===== config.mk =====
export PLATFORM = sky130hd
export DESIGN_NAME = spi_master_gen
export DESIGN_NICKNAME = d
export VERILOG_FILES = /design/src/rtl/spi_pkg.sv /design/src/rtl/spi_tick_gen.sv /design/src/rtl/spi_master_gen.sv
export SDC_FILE = /design/constraint.sdc
export NUM_CORES = 1
export LEC_CHECK = 0
export CAP_MARGIN = 0
export CORE_UTILIZATION = 55
export CTS_BUF_LIST = sky130_fd_sc_hd__clkbuf_8
export CTS_CLUSTER_DIAMETER = 30
export DETAILED_ROUTE_END_ITERATION = 10
export PLACE_DENSITY = 0.78
export SYNTH_ARGS = -nofsm -noshare
export SYNTH_HDL_FRONTEND = slang
export SYNTH_SLANG_ARGS = --single-unit

===== constraint.sdc =====
create_clock -name clk -period 6.5 [get_ports clk]
set_input_delay 1.625 -clock clk [delete_from_list [all_inputs] [get_ports clk]]
set_output_delay 1.625 -clock clk [all_outputs]
set_load 0.005 [all_outputs]

===== src/rtl/spi_pkg.sv =====
// Shared SPI master definitions: FSM state encoding and the {cpol,cpha} mode constants.
package spi_pkg;

    typedef enum logic [2:0] {
        IDLE,
        SETUP,
        SHIFT,
        WAIT,
        TEARDOWN
    } spi_state_t;

    // Mode encoding is {cpol, cpha}
    localparam logic [1:0] MODE0 = 2'b00;
    localparam logic [1:0] MODE1 = 2'b01;
    localparam logic [1:0] MODE2 = 2'b10;
    localparam logic [1:0] MODE3 = 2'b11;

    function automatic logic [1:0] mode_encode(input logic cpol, input logic cpha);
        return cpol ? (cpha ? MODE3 : MODE2) : (cpha ? MODE1 : MODE0);
    endfunction

    function automatic logic mode_cpha(input logic [1:0] mode);
        return (mode == MODE1) || (mode == MODE3);
    endfunction

endpackage


===== src/rtl/spi_tick_gen.sv =====
// Half-period tick generator: one-cycle tick every max(div,1) clk cycles, restartable by clear.
module spi_tick_gen #(
    parameter int DIV_W = 16
) (
    input  logic             clk,
    input  logic             reset,
    input  logic             clear,
    input  logic [DIV_W-1:0] div,
    output logic             tick
);

    logic [DIV_W-1:0] cnt_reg;
    logic [DIV_W-1:0] limit;

    // A divider of zero behaves exactly like a divider of one.
    assign limit = (div == '0) ? '0 : div - DIV_W'(1);
    assign tick  = (cnt_reg == limit);

    always_ff @(posedge clk or negedge reset) begin
        if (!reset) begin
            cnt_reg <= '0;
        end else if (clear || tick) begin
            cnt_reg <= '0;
        end else begin
            cnt_reg <= cnt_reg + DIV_W'(1);
        end
    end

endmodule


===== src/rtl/spi_master_gen.sv =====
// SPI master for display-style links: per-word handshake, bursts under one chip select,
// mode/divider locked for the whole burst, data/command line and display reset.
module spi_master_gen
    import spi_pkg::*;
#(
    parameter int DATA_W = 8,
    parameter int DIV_W  = 16
) (
    input  logic              clk,
    input  logic              reset,
    input  logic [DIV_W-1:0]  div_factor,
    input  logic              cpol,
    input  logic              cpha,
    input  logic              lsb_first,
    input  logic              start,
    input  logic [DATA_W-1:0] data_in,
    input  logic              command,
    input  logic              last,
    input  logic              miso,
    output logic              ready,
    output logic              busy,
    output logic              done,
    output logic [DATA_W-1:0] data_out,
    output logic              sclk,
    output logic              mosi,
    output logic              sce,
    output logic              dc,
    output logic              rst
);

    localparam int EW = $clog2(2 * DATA_W) + 1;
    localparam logic [EW-1:0] LAST_EDGE = EW'(2 * DATA_W - 1);

    spi_state_t state_reg, state_next;

    logic [DIV_W-1:0]  div_reg;
    logic [1:0]        mode_reg;
    logic              lsb_reg, last_reg;
    logic [DATA_W-1:0] tx_reg, rx_reg, data_out_reg, rx_next;
    logic [EW-1:0]     edge_cnt_reg;
    logic              sclk_reg, mosi_reg, sce_reg, dc_reg, rst_reg, done_reg;
    logic              tick, accept, shift_tick, last_edge, odd_edge;
    logic              cpha_lock, cpha_now, lsb_now, drive_edge, sample_edge;

    function automatic logic first_bit(input logic [DATA_W-1:0] v, input logic lsb);
        return lsb ? v[0] : v[DATA_W-1];
    endfunction

    function automatic logic [DATA_W-1:0] shift_out(input logic [DATA_W-1:0] v, input logic lsb);
        return lsb ? (v >> 1) : (v << 1);
    endfunction

    spi_tick_gen #(.DIV_W(DIV_W)) u_tick (
        .clk   (clk),
        .reset (reset),
        .clear (accept),
        .div   (div_reg),
        .tick  (tick)
    );

    // The first word of a burst uses the live mode inputs; later words use the locked copy.
    assign cpha_lock   = mode_cpha(mode_reg);
    assign cpha_now    = (state_reg == IDLE) ? cpha : cpha_lock;
    assign lsb_now     = (state_reg == IDLE) ? lsb_first : lsb_reg;
    assign accept      = start && ready;
    assign shift_tick  = (state_reg == SHIFT) && tick;
    assign last_edge   = (edge_cnt_reg == LAST_EDGE);
    assign odd_edge    = ~edge_cnt_reg[0];
    assign drive_edge  = shift_tick && (cpha_lock ? odd_edge : (!odd_edge && !last_edge));
    assign sample_edge = shift_tick && (cpha_lock ? !odd_edge : odd_edge);
    assign rx_next     = lsb_reg ? {miso, rx_reg[DATA_W-1:1]} : {rx_reg[DATA_W-2:0], miso};

    always_ff @(posedge clk or negedge reset) begin
        if (!reset) begin
            state_reg <= IDLE;
        end else begin
            state_reg <= state_next;
        end
    end

    always_comb begin
        state_next = state_reg;
        unique case (state_reg)
            IDLE:     if (accept) state_next = SETUP;
            SETUP:    if (tick) state_next = SHIFT;
            SHIFT:    if (tick && last_edge) state_next = last_reg ? TEARDOWN : WAIT;
            WAIT:     if (accept) state_next = SETUP;
            TEARDOWN: if (tick) state_next = IDLE;
            default:  state_next = IDLE;
        endcase
    end

    // rst_reg gates ready so nothing is accepted in the cycle reset is released.
    always_comb begin
        ready = ((state_reg == IDLE) || (state_reg == WAIT)) && rst_reg;
        busy  = (state_reg != IDLE);
    end

    always_ff @(posedge clk or negedge reset) begin
        if (!reset) begin
            div_reg      <= '0;
            mode_reg     <= MODE0;
            lsb_reg      <= 1'b0;
            last_reg     <= 1'b0;
            tx_reg       <= '0;
            rx_reg       <= '0;
            data_out_reg <= '0;
            edge_cnt_reg <= '0;
            sclk_reg     <= 1'b0;
            mosi_reg     <= 1'b0;
            sce_reg      <= 1'b1;
            dc_reg       <= 1'b0;
            rst_reg      <= 1'b0;
            done_reg     <= 1'b0;
        end else begin
            rst_reg  <= 1'b1;
            done_reg <= 1'b0;
            if (accept) begin
                if (state_reg == IDLE) begin
                    div_reg  <= div_factor;
                    mode_reg <= mode_encode(cpol, cpha);
                    lsb_reg  <= lsb_first;
                    sclk_reg <= cpol;
                end
                dc_reg       <= command;
                last_reg     <= last;
                sce_reg      <= 1'b0;
                edge_cnt_reg <= '0;
                if (!cpha_now) begin
                    mosi_reg <= first_bit(data_in, lsb_now);
                    tx_reg   <= shift_out(data_in, lsb_now);
                end else begin
                    tx_reg   <= data_in;
                end
            end
            if (shift_tick) begin
                sclk_reg     <= ~sclk_reg;
                edge_cnt_reg <= edge_cnt_reg + EW'(1);
                if (sample_edge) rx_reg <= rx_next;
                if (drive_edge) begin
                    mosi_reg <= first_bit(tx_reg, lsb_reg);
                    tx_reg   <= shift_out(tx_reg, lsb_reg);
                end
                // With cpha=1 the final edge is also the last sample edge.
                if (last_edge) begin
                    done_reg     <= 1'b1;
                    data_out_reg <= sample_edge ? rx_next : rx_reg;
                end
            end
            if ((state_reg == TEARDOWN) && tick) sce_reg <= 1'b1;
        end
    end

    assign done     = done_reg;
    assign data_out = data_out_reg;
    assign sclk     = sclk_reg;
    assign mosi     = mosi_reg;
    assign sce      = sce_reg;
    assign dc       = dc_reg;
    assign rst      = rst_reg;

endmodule

# [Yosys cells after proc, flatten, opt, wreduce, memory -nomap -nowiden]
# Cells that the tools add are included.
[totals] regBits=74 latch_bits=0 ram_bits=0 romBits=0 in_bits=33 output_inout_bits=16 elab_cells=94 mem_count=0
[classes] add_sub_neg=3 n_mul=0 div_mod_pow=0 magnitude_cmp=0 eq_ne=12 n_shift=0 n_mux=38 n_bitwise=2 n_reduce_logical=23
[op_table] op="8-bit 2-to-1 mux" n=8
[op_table] op="16-bit 2-to-1 mux" n=2
[op_table] op="1-bit 2-to-1 mux" n=19
[op_table] op="16-bit by 1-bit adder with 16-bit output, second input constant" n=1
[op_table] op="16-bit equality test" n=1
[op_table] op="16-bit logical NOT" n=1
[op_table] op="16-bit by 1-bit subtractor with 16-bit output, second input constant" n=1
[op_table] op="3-bit 2-to-1 mux" n=5
[op_table] op="3-bit one-hot mux with 4 select lines" n=1
[op_table] op="5-bit 2-to-1 mux" n=2
[op_table] op="1-bit logical AND" n=8
[op_table] op="3-bit by 2-bit equality test with 1-bit output, second input constant" n=2
[op_table] op="2-bit AND reduction" n=3
[op_table] op="2-bit nonzero test" n=3
[op_table] op="5-bit by 1-bit adder with 5-bit output, second input constant" n=1
[op_table] op="5-bit by 4-bit equality test with 1-bit output, second input constant" n=1
[op_table] op="2-bit by 1-bit != test with 1-bit output, second input constant" n=2
[op_table] op="2-bit != test, second input constant" n=2
[op_table] op="4-bit AND reduction" n=1
[op_table] op="3-bit by 1-bit equality test with 1-bit output, second input constant" n=1
[op_table] op="3-bit equality test, second input constant" n=1
[op_table] op="3-bit logical NOT" n=1
[op_table] op="1-bit logical OR" n=3
[op_table] op="3-bit nonzero test" n=1
[op_table] op="6 further kinds" n=7

# [Logic depth before layout (Yosys ltp)]
# Gate-level depths: netlist (run 1).
[depth] ltp_word=7 ltp_mapped=14 ltp_nobuf=11

# [Modules after synthesis]
# From an unflattened synthesis (run 1), not the netlist that was laid out.
[hier_totals] cells_unflattened=452 hier_area_um2=4489.3
[by_module_without_submodules] mod="spi_master_gen" n_inst=1 cells_per_inst=266 area_each_um2=2909.0 seq_area_each_um2=1427.6
[by_module_without_submodules] mod="spi_tick_gen" n_inst=1 cells_per_inst=186 area_each_um2=1580.3 seq_area_each_um2=400.4

# [Worst setup path before layout (run 1)]
# OpenSTA, ideal clock, no wires.
[synth_path] path_type="reg-to-reg" start="register div_reg[0]" end="register edge_cnt_reg[2]" setup_time_ps=127 arrival_time_ps=3617 t_required_ps=6373 slack_ps=2756 stages_incl_launch_ff=15 n_path_buf=3 synth_period_minus_slack_ps=3744 path_cell_list="dfrtp_1 > clkbuf_1 > inv_1 > ha_1 > buf_4 > nor3b_4 > xnor2_1 > mux2_2 > o32a_1 > or3_1 > or4b_4 > or4_1 > buf_2 > o211ai_2 > o31ai_2"
[synth_via] elab_chain_cells=5 word_cells_on_any_way=7 classes_between="1 x add/sub; 1 x eq/ne; 2 x mux; 3 x reduce/logical"
[synth_lines] item="start, declared" line="spi_master_gen.sv:36" rtl="logic [DIV_W-1:0] div_reg;"
[synth_lines] item="start signal, assigned" line="spi_master_gen.sv:120" rtl="div_reg <= div_factor;"
[synth_lines] item="16-bit by 1-bit subtractor with 16-bit output / 16-bit logical NOT (equally long branches)" line="spi_tick_gen.sv:16" rtl="assign limit = (div == '0) ? '0 : div - DIV_W'(1);"
[synth_lines] item="16-bit 2-to-1 mux (*)" line="spi_tick_gen.sv:16"
[synth_lines] item="16-bit equality test (*)" line="spi_tick_gen.sv:17" rtl="assign tick = (cnt_reg == limit);"
[synth_lines] item="1-bit logical AND (*)" line="spi_master_gen.sv:66" rtl="assign shift_tick = (state_reg == SHIFT) && tick;"
[synth_lines] item="5-bit 2-to-1 mux / 2-bit nonzero test (equally long branches)"
[synth_lines] item="end signal, assigned" line="spi_master_gen.sv:138" rtl="edge_cnt_reg <= edge_cnt_reg + EW'(1);"
[synth_lines] item="end, declared" line="spi_master_gen.sv:40" rtl="logic [EW-1:0] edge_cnt_reg;"
# Mark *: on every way between the ends. The rest lies on a longest branch, timed or not.
# A chain may end at the register's enable or synchronous reset.

# [Worst setup path in the final report (run 1)]
# Ends and elaborated chain as after synthesis.

==> impl_metrics.toml, run 1 <==
[run_status]
run_status = "complete, no violations"

[sta]
layout_setup_ws_ns = 2.36
final_hold_viol_count = 0
finalWorstPathRequiredPeriod_ns = 4.14
fin_crit_sh = 0.637
slew_at_the_pin_with_the_worst_max_slew_slack_ns = 1.13
fmax_ghz = 0.242
rsz_0062_raised_after_global_routing = "false"
clock-skew-final_ns = 0.00817
timing.final.setup_violations = 0
timing.slew.headroom = 0.225
slew_viol_final = 0
final.setup.tns_ns = 0

[yosys]
synth_common_cells = "sky130_fd_sc_hd__dfrtp_1, sky130_fd_sc_hd__nand2_1, sky130_fd_sc_hd__mux2i_1"
post_synth_top_flop = "sky130_fd_sc_hd__dfrtp_1"
synth_enable_flop_cells = 0
synth.area.top_cells = "sky130_fd_sc_hd__dfrtp_1, sky130_fd_sc_hd__mux2i_1, sky130_fd_sc_hd__nand2_1, sky130_fd_sc_hd__xor2_1, sky130_fd_sc_hd__mux2_2"
mapped_area_um2 = 4470
synth.top_cell.area_share = 0.403
yosys_warnings = 0
synthesis.area_per_instance_um2 = 9.35
yosys_register_bits = 73
syn_nets = 515
yosysUniqueCellTypes = 66
synthDominantAreaCellType = "sky130_fd_sc_hd__dfrtp_1"
yosysSeqAreaShare = 0.409
synthCells = 478
synth-async-reset-ratio = 1.00

[clock_tree]
clk_transition_reported_paths_ns = 0.07
cts-htree-levels = 3
cts_buffer_depth = 2
cts_resized = 0
clock_tree.root_cell = "sky130_fd_sc_hd__clkbuf_8"
clk_latency_ns = 0.34
post-cts-setup-buffers = 0
cts-buffers-inserted = 9
clock_sink_count = 73
cts_tree = "yes"
hold_buffers = 0

[place]
hpwl_after_detailed_placement_um = 6630
dp_cells = 605
io_buffers = 48
gpl.final_weighted_congestion = 0.875
dp_slack_ns = 2.44

[layout]
layout-area-overhead-vs-synth_pct = 16.4
seq_area_um2 = 1830
final_layout_size_suffix_gt1_frac = 0.0927
antenna_cells_inserted = 0
layout.nets = 551
filler_cell_count = 647
area_taken_by_multi_input_logic_gates_um2 = 2450
finalNonFillerCells = 620
postLayoutCoreUtil = 0.666

[setup_path]
regToRegEndpoint = "edge_cnt_reg[2]"
crit_path_end = "edge_cnt_reg[2]"
critPathTopFamily = "simple AND/OR/NAND/NOR gates"
critical_path.max_fanout = 9
cp_slowest_cell = "sky130_fd_sc_hd__or4_1"
cell_chain_critical_path = "inv_1 -> ha_1 -> nor3b_4 -> xnor2_1 -> mux2_2 -> o32a_1 -> or3_1 -> or4b_4 -> or4_1 -> o211ai_2 -> o31ai_2"
worst_setup_path_start_kind = "flip-flop"
worst-r2r-cell-count = 11
timing.critical_path.from = "div_reg[0]"
worst_path_largest_cell_delay_ns = 0.69
timing.critical_path.depth = 11
critical_path.reg2reg.startpoint = "div_reg[0]"
critical_path.n_buffers_inverters = 1
worst_setup_ep_type = "flip-flop"
rrSetupSlack_ns = 2.36
worstSetupPathType = "reg -> reg"
critical_path_required_ns = 6.72
worst_ep_arrival_time_ns = 4.36

[grt]
use_met2 = 0.396
gr-usage-all-layers = 0.241
grt_overflow_total = 0
m1_gr_usage = 0.321
grt_first_pass_wirelength_um = 16300
number_of_global_route_vias_before_repair = 3508
use_met3 = 0.0357
grt-busiest-layer = "met2"
grt_max_degree = 74
antenna_violations_before_repair = 0

[detailed_routing]
remaining_drc_errors = 0
via_count = 3544
first_iter_violations = 198
drtPass1Iterations = 4
drt_wl_total_um = 9300
antenna_violating_nets_post_route = 0
detail_route.wl_per_cell_um = 15.0
route.detailed.vias_per_inst = 5.72

[floorplan]
design.core.area_um2 = 7810
fp-row-count = 32
top_level_ports = 49
fp.dieArea_um2 = 8490
die_h_um = 92.1
initial_utilization = 0.572
die_width_um = 92.1

[pwr]
power_switching_share = 0.385
static-leakage-power_nw = 2.31
internal_power_mw = 1.20
power.ir.vdd_worst_v = 0.000188
switching_power_mw = 0.749
power.sequential.fraction = 0.396
cellPowerDensity_nw_per_um2 = 375
share_comb_of_total_power = 0.387
power.clock.fraction = 0.217

[hold_path]
worst_hold_path_type = "reg -> reg"
worst_hold_path.num_cells = 2

[flow_run]
maxCapViolCount = 0
==> worst min-delay path by stage <==
stage | slack [ns] | to | start
floorplan | 0.44 | sce | sce
global placement | 0.44 | sce | sce
detailed placement | 0.45 | sce | sce
CTS | 0.47 | sce | sce
global route | 0.50 | sce | sce
finish | 0.46 | sce | sce
==> cells by family (layout without fill, tap and decap cells) <==
kind of cell,after synthesis,after routing,synth area share
XOR/XNOR,33,33,0.0647
other,1,1,0.000839
buffers and inverters,44,84,0.0423
flip-flops,73,73,0.409
adder cells (fa/ha/maj),4,4,0.0112
AND/OR/NAND/NOR,198,198,0.236
multiplexers,57,57,0.134
AO/OA/AOI/OAI,68,68,0.102
==> layout by cell type (no fill, tap or decap), drive strengths merged, types with 16 or more instances in the layout <==
cell type and n:
a211oi 16, a21oi 19, clkdlybuf4s50 47, dfrtp 72, inv 21, mux2 21
mux2i 36, nand2 72, nand3 24, nor2 35, xor2 19
==> layer usage <==
metal  part of all wire  up-vias
li1                   -     1758
met1               0.47     1700
met2               0.48       73
met3              0.037       13
met4              0.016        0
met5                  0        -
==> metrics by stage <==
stage,area [um2],hold WS [ns],power (mW)
after floorplan,4470,0.444,1.34
after CTS,5200,0.467,1.95
after global routing,5200,0.501,2.08
after global placement,4970,0.444,1.49
after detailed placement,4970,0.455,1.52
final,5200,0.462,1.95
==> power groups by stage <==
stage                     sequential (mW)  combinational [mW]  clock, mW
after global placement              0.766               0.725          0
after floorplan                     0.670               0.666          0
after global routing                0.792               0.838      0.447
final                               0.771               0.754      0.423
after CTS                           0.768               0.752      0.429
after detailed placement            0.776               0.746          0
==> worst min-delay path, stage by stage (launching register included) <==
cell	delay, ns
sky130_fd_sc_hd__dfstp_2	0.37
sky130_fd_sc_hd__nand2_1	0.05
sky130_fd_sc_hd__nand2_1	0.04
==> cell type report <==
cell class | count | area share
Clock buffer | 9 | 0.0238
Clock inverter | 6 | 0.0207
Inverter | 19 | 0.0137
Multi-Input combinational cell | 361 | 0.471
Sequential cell | 73 | 0.352
Tap cell | 102 | 0.0245
Timing Repair Buffer | 50 | 0.0943
Power figures use the tool's default switching activity.
==> run 2: changes to the inputs <==
--- a/config.mk
+++ b/config.mk
@@ -6,11 +6,11 @@
 export NUM_CORES = 1
 export LEC_CHECK = 0
 export CAP_MARGIN = 0
-export CORE_UTILIZATION = 55
+export CORE_UTILIZATION = 53
 export CTS_BUF_LIST = sky130_fd_sc_hd__clkbuf_8
 export CTS_CLUSTER_DIAMETER = 30
 export DETAILED_ROUTE_END_ITERATION = 10
-export PLACE_DENSITY = 0.78
+export PLACE_DENSITY = 0.79
 export SYNTH_ARGS = -nofsm -noshare
 export SYNTH_HDL_FRONTEND = slang
 export SYNTH_SLANG_ARGS = --single-unit
==> constraint.sdc (replaced) <==
create_clock -name clk -period 3.7 [get_ports clk]
set_input_delay 0.925 -clock clk [delete_from_list [all_inputs] [get_ports clk]]
set_output_delay 0.925 -clock clk [all_outputs]
set_load 0.005 [all_outputs]
==> impl_metrics.toml, run 2 (synthesis results as in run 1) <==
[sta]
slew_viol_final = 0
clock-skew-final_ns = 0.0142
timing.final.setup_violations = 0
timing.slew.headroom = 0.445
finalWorstPathRequiredPeriod_ns = 3.63
fmax_ghz = 0.275
fin_crit_sh = 0.982
fin_hold_ws_ns = 0.465
rsz_0062_raised_after_global_routing = "true"
final_hold_viol_count = 0
slew_at_the_pin_with_the_worst_max_slew_slack_ns = 0.827

[grt]
gr-usage-all-layers = 0.247
grt_overflow_total = 0
grt_max_degree = 74
antenna_violations_before_repair = 0
grt_first_pass_wirelength_um = 16900
number_of_global_route_vias_before_repair = 3728

[layout]
final_area_um2 = 5450
layout.nets = 577
mostFrequentLayoutCells = "sky130_fd_sc_hd__dfrtp_1, sky130_fd_sc_hd__nand2_1, sky130_fd_sc_hd__clkdlybuf4s50_1"
antenna_cells_inserted = 0
leading_cell_type_in_the_layout_fill_and_taps_excluded = "sky130_fd_sc_hd__dfrtp_1"
finalNonFillerCells = 650
postLayoutCoreUtil = 0.666
final_layout_size_suffix_gt1_frac = 0.152
layout-area-overhead-vs-synth_pct = 21.9

[floorplan]
die_width_um = 93.8
fp-row-count = 33
design.core.area_um2 = 8180
top_level_ports = 49
initial_utilization = 0.547
die_h_um = 93.8
fp.dieArea_um2 = 8800

[clock_tree]
post-cts-setup-buffers = 0
clock_sink_count = 73
cts-buffers-inserted = 9
cts_tree = "yes"
clk_transition_reported_paths_ns = 0.09
cts_buffer_depth = 2
clk_latency_ns = 0.37
cts-htree-levels = 3
clock_tree.root_cell = "sky130_fd_sc_hd__clkbuf_8"

[setup_path]
cell_chain_critical_path = "inv_1 -> ha_1 -> or3b_2 -> mux2_2 -> o32a_1 -> or3_1 -> or4b_4 -> or4_4 -> o211ai_2 -> o31ai_2"
worst_path_largest_cell_delay_ns = 0.61
cp_slowest_cell = "sky130_fd_sc_hd__or4_4"
worst_setup_path_start_kind = "flip-flop"
worst_ep_arrival_time_ns = 3.89
rrSetupSlack_ns = 0.07
critical_path.max_fanout = 8
worst_setup_ep_type = "flip-flop"
worstSetupPathType = "reg -> reg"
critical_path_required_ns = 3.96

[flow_run]
maxCapViolCount = 0

[pwr]
power.ir.vdd_worst_v = 0.000316
cellPowerDensity_nw_per_um2 = 657
static-leakage-power_nw = 2.44

[place]
gpl.final_weighted_congestion = 0.864
dpl_cell_area_um2 = 5200
hpwl_after_detailed_placement_um = 7050
io_buffers = 48
dp_cells = 634

[hold_path]
worst_hold_path_type = "reg -> reg"

[detailed_routing]
drt_wl_total_um = 9940
remaining_drc_errors = 0
via_count = 3738
antenna_violating_nets_post_route = 0
first_iter_violations = 225
detail_route.wl_per_cell_um = 15.3
drtPass1Iterations = 5
route.detailed.vias_per_inst = 5.75

[run_status]
run_status = "complete, no violations"
==> run 2: cell count changes in the layout (fill, tap and decap cells not counted), sizes merged <==
cell and change:
bufinv -2, clkinvlp +1, inv +1, buf +26
clkinv +1
==> run 2: routing by layer <==
| layer | share of wire | up-vias | track usage |
|---|---|---|---|
| li1 | - | 1810 | - |
| met4 | 0.017 | 0 | 0.109 |
| met3 | 0.035 | 17 | 0.0534 |
| met5 | 0 | - | 0 |
| met1 | 0.43 | 1830 | 0.282 |
| met2 | 0.52 | 81 | 0.440 |
==> run 2: path summary, 6_finish.rpt <==
| kind | to | from | cells after the start |
|---|---|---|---|
| min in group asynchronous | div_reg[8] | reset | 2 |
| setup / recovery | edge_cnt_reg[2] | div_reg[0] | 10 |
| setup reg to reg | edge_cnt_reg[2] | div_reg[0] | 10 |
| hold reg to reg | sce | sce | 2 |
| max in group asynchronous | sce | reset | 2 |
| hold / removal | sce | sce | 2 |
==> run 2: what timing repair did <==
item	in CTS	in global routing
resized for setup	1	6
pin swaps	0	2
hold buffers	0	0
setup endpoints to repair	1	27
==> run 2: critical path: cells and delay by family (launching register included) <==
kind / cells / cell delay [ns]
flip-flops: 1 / 0.41
multiplexers: 1 / 0.28
adder cells (fa/ha/maj): 1 / 0.34
buffers and inverters: 1 / 0.07
AND/OR/NAND/NOR: 4 / 1.98
AO/OA/AOI/OAI: 3 / 0.45
==> run 2: area by class of cell <==
cell class,count,area (um2)
multi-input cells,361,2480
well taps,105,131
repair buffers,76,723
clock inverters,7,86.3
fillers,659,2730
clock buffers,9,124
flip-flops and latches,73,1830
inverters,19,71.3
==> run 2: metrics by stage <==
step	setup TNS, ns	power [mW]	worst slack [ns]
6_report	0	3.58	0.0682
2_1_floorplan	0	2.35	0.000891
5_1_grt	-0.0297	3.81	-0.0297
4_1_cts	0	3.56	0.0406
3_5_place_dp	-0.0200	2.86	-0.0200
3_3_place_gp	0	2.79	0.0839
==> run 2: power by group <==
part | switching (mW) | internal [mW] | total [mW]
sequential | 0.273 | 1.00 | 1.27
combinational | 0.810 | 0.822 | 1.63
clock | 0.346 | 0.325 | 0.671
total | 1.43 | 2.15 | 3.58
